[src/rtl/exhaustive_vector_sequencer.sv]
// Sweeps a DUT through every input vector 0..2^N_IN-1, samples its single output bit after a
// programmable settle time and streams (vector, result) pairs out over valid/ready.
module exhaustive_vector_sequencer #(
   parameter int unsigned N_IN   = 8,
   parameter int unsigned SETTLE = 1
) (
   input  logic            CK,
   input  logic            reset,
   input  logic            start,
   input  logic            abort,
   output logic [0:N_IN-1] vec_out,
   input  logic            dut_out,
   output logic            sample_valid,
   input  logic            sample_ready,
   output logic [0:N_IN-1] sample_vec,
   output logic            sample_bit,
   output logic            busy,
   output logic            done,
   output logic [N_IN:0]   ones_count
);

   typedef enum logic [2:0] {StIdle, StApply, StSample, StEmit, StDone} state_e;

   localparam logic [7:0] SettleLast = 8'(SETTLE - 1);

   state_e            state_q, state_d;
   logic [N_IN-1:0]   cnt_q, cnt_d;
   logic [7:0]        settle_q, settle_d;
   logic [N_IN-1:0]   svec_q, svec_d;
   logic              sbit_q, sbit_d;
   logic [N_IN:0]     ones_q, ones_d;

   always_comb begin
      state_d  = state_q;
      cnt_d    = cnt_q;
      settle_d = settle_q;
      svec_d   = svec_q;
      sbit_d   = sbit_q;
      ones_d   = ones_q;

      unique case (state_q)
         StIdle: begin
            if (start && !abort) begin
               state_d  = StApply;
               cnt_d    = '0;
               settle_d = '0;
               ones_d   = '0;
            end
         end
         StApply: begin
            if (settle_q == SettleLast) begin
               state_d = StSample;
            end else begin
               settle_d = settle_q + 8'd1;
            end
         end
         StSample: begin
            svec_d  = cnt_q;
            sbit_d  = dut_out;
            if (dut_out) begin
               ones_d = ones_q + (N_IN + 1)'(1);
            end
            state_d = StEmit;
         end
         StEmit: begin
            if (sample_ready) begin
               // Terminal check happens before the increment so the counter never wraps.
               if (&cnt_q) begin
                  state_d = StDone;
               end else begin
                  cnt_d    = cnt_q + N_IN'(1);
                  settle_d = '0;
                  state_d  = StApply;
               end
            end
         end
         StDone: begin
            state_d = StIdle;
         end
         default: begin
            state_d = StIdle;
         end
      endcase

      // Abort discards any in-flight capture/transfer but keeps the partial signature.
      if (abort && (state_q != StIdle)) begin
         state_d  = StIdle;
         cnt_d    = cnt_q;
         settle_d = '0;
         svec_d   = svec_q;
         sbit_d   = sbit_q;
         ones_d   = ones_q;
      end
   end

   always_ff @(posedge CK or negedge reset) begin
      if (!reset) begin
         state_q  <= StIdle;
         cnt_q    <= '0;
         settle_q <= '0;
         svec_q   <= '0;
         sbit_q   <= 1'b0;
         ones_q   <= '0;
      end else begin
         state_q  <= state_d;
         cnt_q    <= cnt_d;
         settle_q <= settle_d;
         svec_q   <= svec_d;
         sbit_q   <= sbit_d;
         ones_q   <= ones_d;
      end
   end

   always_comb begin
      busy         = (state_q == StApply) || (state_q == StSample) || (state_q == StEmit);
      vec_out      = busy ? cnt_q : '0;
      sample_valid = (state_q == StEmit);
      done         = (state_q == StDone);
      sample_vec   = svec_q;
      sample_bit   = sbit_q;
      ones_count   = ones_q;
   end

endmodule

[config.mk]
export PLATFORM = sky130hd
export DESIGN_NAME = exhaustive_vector_sequencer
export DESIGN_NICKNAME = d
export VERILOG_FILES = /design/src/rtl/exhaustive_vector_sequencer.sv
export SDC_FILE = /design/constraint.sdc
export NUM_CORES = 1
export LEC_CHECK = 0
export ABC_AREA = 1
export ABC_CLOCK_PERIOD_IN_PS = 1500
export CORE_AREA = 2 2 79 81
export DETAILED_ROUTE_END_ITERATION = 6
export DIE_AREA = 0 0 81 83
export DONT_BUFFER_PORTS = 1
export GPL_TIMING_DRIVEN = 1
export PLACE_DENSITY_LB_ADDON = 0.08
export RECOVER_POWER = 25
export SETUP_SLACK_MARGIN = 0.05
export SYNTH_ARGS = -nofsm -noshare
export SYNTH_HDL_FRONTEND = slang
export SYNTH_SLANG_ARGS = --single-unit
[constraint.sdc]
create_clock -name CK -period 1.5 [get_ports CK]
set_clock_uncertainty 0.15 [all_clocks]
set_input_delay 0.3 -clock CK [delete_from_list [all_inputs] [get_ports CK]]
set_output_delay 0.3 -clock CK [all_outputs]
set_load 0.01 [all_outputs]
[Yosys cells after proc, flatten, opt, wreduce, memory -nomap -nowiden]
Index checks and enable logic that the tools add are counted.
Storage, ports and cells
  register bits: 37
  input bits: 6
  output and inout bits: 29
Operators by class
  add/subtract/negate cells: 3
  equal/unequal tests: 13
  muxes and demuxes: 19
  bitwise logic cells: 1
  reductions and logical operators: 17
Operators by type and width (count)
  $mux W8: 8
  $pmux W8 S3: 1
  $mux W9: 2
  $pmux W9 S2: 1
  $add A8 B1 Y8 const B: 2
  $pmux W8 S2: 1
  $mux W3: 5
  $pmux W3 S4: 1
  $reduce_and A5 Y1: 2
  $add A9 B1 Y9 const B: 1
  $ne A3 B3 Y1 const B: 3
  $logic_not A8 Y1: 1
  $reduce_and A8 Y1: 1
  $eq A3 B2 Y1 const B: 2
  $ne A2 B2 Y1 const B: 3
  $reduce_and A4 Y1: 1
  $reduce_bool A2 Y1: 2
  $reduce_bool A4 Y1: 1
  $eq A3 B1 Y1 const B: 1
  $eq A3 B3 Y1 const B: 1
  $logic_not A3 Y1: 1
  $ne A3 B1 Y1 const B: 1
  $ne A3 B2 Y1 const B: 1
  $reduce_and A3 Y1: 1
  other kinds (7): 9

[Logic depth before layout (Yosys ltp)]
  depth in word-level cells: 5
  gate-level depth with buffers: 10
  mapped depth without buffers: 9

[Worst setup path before layout]
Ideal clock, no wire load.
  path kind: register to output
  from: register state_q[0]
  to: output vec_out[0] in the netlist's numbering
  data arrival time: 1.100 ns
  path slack: -0.050 ns
  stages on the path, launching flop included: 6
  buffers on the path: 1
  cells stage by stage: dfrtp_1 buf_4 nor2_4 nor2_1 inv_1 nor2_1
On the way
  cells in the longest elaborated chain, start to end: 4
  elaborated cells between the ends (all ways): 6
RTL lines
  start: declaration: RTL line 26  | state_e state_q, state_d;
  start signal: assignment: RTL line 98  | state_q <= StIdle;
  start signal: assignment: RTL line 105  | state_q <= state_d;
  $eq A3 B1 Y1 / $eq A3 B2 Y1 (equally long branches): RTL line 115  | busy = (state_q == StApply) || (state_q == StSample) || (state_q == StEmit);
  $logic_or A1 B1 Y1: RTL line 115
  $logic_or A1 B1 Y1 (*): RTL line 115
  net busy: RTL line 17  | output logic busy,
  $mux W8 (*): RTL line 116  | vec_out = busy ? cnt_q : '0;
  end: declaration: RTL line 11  | output logic [0:N_IN-1] vec_out,
The timed path passes the listed nets; every way through them passes the cells marked *.

[Worst setup path in the final report]
  from: register state_q[2]
  to: output sample_valid
On the way
  cells in the longest elaborated chain, start to end: 1
RTL lines
  $eq A3 B2 Y1: RTL line 117  | sample_valid = (state_q == StEmit);
  end: declaration: RTL line 13  | output logic sample_valid,
Every way passes these cells.

==> results.tsv <==
stage	metric	value	unit
timing	max_freq	595	MHz
final_layout	antenna_cells	0	
drt	drt_iter0_markers	63	
timing	max-slew-margin-rel	64.5	%
final_layout	synthToLayoutAreaGrowth	43.4	%
cts	cts_buffers	5	
global_routing	grt_pass1_vias	2034	
global_routing	antenna_found_initial	0	
timing	slew_viol_final	0	
timing	rsz0062_at_grt	yes	
drt	wl_met2	2.77	mm
final_layout	mostFrequentLayoutCell	nand2_1	
final_layout	drive_gt1_share	41.5	%
power	p_leak	0.00155	uW
timing	setup_violations	47	
setup_path	crit_type	reg2out	
final_layout	fin_area	0.00324	mm^2
drt	dr_total_vias	2097	
cts	cts_tree	done	
final_layout	regArea	931	um^2
synth	syn-cell-area	0.00226	mm^2
cts	root_buffer	clkbuf_8	
final_layout	layout.cells.non_filler	444	
flow_run	cap_violations	0	
drt	drt_first_pass_iters	4	
global_routing	grt-ovfl-total	0	
setup_path	crit_arrival	1.23	ns
power	irDropWorstVdd	555	uV
placed_design	place_congestion	0.805	
cts	clock_latency	0.29	ns
synth	muxShareOfSynthArea	0	%
die	core	0.00582	mm^2
synth	yosys-top-cells-area	dfrtp_1 (41%), nand2_1 (14%), nand3_1 (7.1%), nor2_1 (5.8%), inv_1 (4.7%)	
synth	synth_fa_ha_area_share	2.22	%
synth	synth_top_area_share	41.0	%
timing	tightest_slew	0.532	ns
die	initial_core_util	38.8	%
timing	finalHoldViolations	0	
drt	wl_met1	2.40	mm
synth	yosys.area_share.simple	37.8	%
placed_design	dpl.cell_count	417	
synth	synth_top_cell_by_area	dfrtp_1	
cts	clockBufferDepth	2	
global_routing	grt_max_degree	38	
setup_path	crit_path_max_fanout	4	
timing	setup_ws	-0.181	ns
placed_design	dpl_cell_area	0.00275	mm^2
cts	clk_pin_slew	0.08	ns
drt	vias_per_cell	4.72	
run_status	status	finished, violations left	
drt	wl_per_cell	12.3	um
die	die_w	81	um
drt	antenna_left	0	
synth	syn_area_per_cell	7.62	um^2
placed_design	io_buffer_count	0	
synth	ys_ff_latch	37	
final_layout	multi_input_area	0.00136	mm^2
synth	syn_nets	306	
timing	fin_crit	1.68	ns
synth	synth_cells	296	
placed_design	place_hpwl	3.85	mm
global_routing	grt_usage	17.3	%
synth	synth_cell_types	31	
setup_path	worst_setup_path_end_kind	output port	
setup_path	startpoint_type	flop	
die	pin_count	35	
global_routing	grt_first_pass_wirelength	9.29	mm
final_layout	fill_cells	553	
synth	yosysSeqAreaShare	41.0	%
cts	clock_sinks	37	
worst_hold_path	hp-class	in2reg	
final_layout	layout.nets	378	
drt	drt_wl_total	5.45	mm
cts	cts.htree.levels	2	
synth	synth_compound_area_share	9.93	%
drt	wl_met3	213	um
run_status	violations	negative setup slack	
synth	synth_top_family_by_area	simple AND/OR/NAND/NOR gates	
drt	drc_errors	0	
die	die-area	0.00672	mm^2
synth	yosysWarnings	0	
setup_path	critPathRequiredTime	1.05	ns
die	rows	28	
power	powerDensity	1410	mW/mm^2
timing	min_period_over_period	112	%
synth	synthXorXnorAreaFrac	1.55	%
final_layout	layout_common_cells	nand2_1 (70), buf_4 (50), dfrtp_1 (33)	
die	die_y	83	um
drt	top_layer_used	met4	
==> timing repair <==
item / in CTS / in global routing
resized for setup: 29 / 44
pin swaps: 2 / 9
hold buffers: 3 / 1
hold endpoints to repair: 38 / 2
cloned: 1 / 0
buffers inserted: 8 / 6
endpoints found under the setup margin: 48 / 50
==> critical path, stage by stage (launching register included) <==
cell,delay (ns)
dfrtp_2,0.47
buf_4,0.16
nor2_4,0.16
buf_6,0.14
==> metrics by stage <==
step	hold slack (ns)	power (uW)	util (%)	setup slack [ns]	setup TNS, ns
final	0.107	4560	55.6	-0.181	-4.78
after global routing	0.112	4900	55.6	-0.235	-8.75
after CTS	0.0203	4260	52.4	-0.173	-4.87
after detailed placement	-0.145	3120	47.2	-0.172	-3.84
after global placement	-0.145	3110	47.2	-0.125	-3.13
after floorplan	-0.146	2450	-	-0.00981	-0.0166
==> cell type report <==
class / count / share of cell area, %
clock buffer: 6 / 2.55
clock inverter: 2 / 0.425
inverter: 33 / 4.45
multi-input combinational: 221 / 42.2
sequential: 37 / 28.8
tap: 75 / 2.90
timing repair buffer: 69 / 18.5
timing repair inverter: 1 / 0.232
==> path summary, 6_finish.rpt <==
check / start / to / slack, ns / cells past startpoint
worst max-delay path: state_q[2] / sample_valid / -0.18 / 3
worst min-delay path: abort / sample_vec[5] / 0.11 / 3
worst max register to register: state_q[1] / ones_count[0] / -0.13 / 9
worst min register to register: cnt_q[6] / cnt_q[6] / 0.38 / 2
max in group asynchronous: reset / state_q[2] / 0.38 / 2
min in group asynchronous: reset / ones_count[0] / 0.43 / 2
==> kinds of logic (layout without fill, tap and decap cells) <==
logic type,count (synthesis),after routing
adder cells (fa/ha/maj),4,4
flip-flops,37,37
AND/OR/NAND/NOR,179,179
buffers and inverters,38,111
XOR/XNOR,4,4
AO/OA/AOI/OAI,34,34
==> layer usage <==
metal | up-vias | track usage [%]
met5 | - | 0
met3 | 6 | 4.78
li1 | 1092 | -
met2 | 28 | 29.1
met4 | 0 | 4.47
met1 | 971 | 21.7
==> power by group <==
| group | internal, uW | switching [uW] |
|---|---|---|
| sequential | 1120 | 140 |
| clock | 373 | 389 |
| combinational | 1150 | 1390 |
==> sequential cells by signal, indices dropped and copies added, names as in the netlist <==
register and count:
ones_count 9, cnt_q 8, sample_vec 8, settle_q 8, state_q 3, sample_bit 1
==> synth_stat cells <==
library cell,instances
nand3_2,2
inv_2,4
a21oi_2,1
nand3b_1,2
or2_2,2
a21o_1,1
ha_1,4
o21bai_1,1
nor2_2,2
buf_1,1
xor2_1,2
buf_4,2
buf_6,2
nor2_1,35
nand4_1,5
nand2_2,3
xnor2_1,2
nor2_4,6
o21ai_1,4
dfrtp_1,37
o21ai_2,12
nand2_4,1
o21ai_0,8
nand2_1,82
a21oi_1,7
inv_4,1
nand3_1,32
nor3_1,3
nor3b_1,2
nand3_4,2
inv_1,28
(Power assumes the default switching activity.)
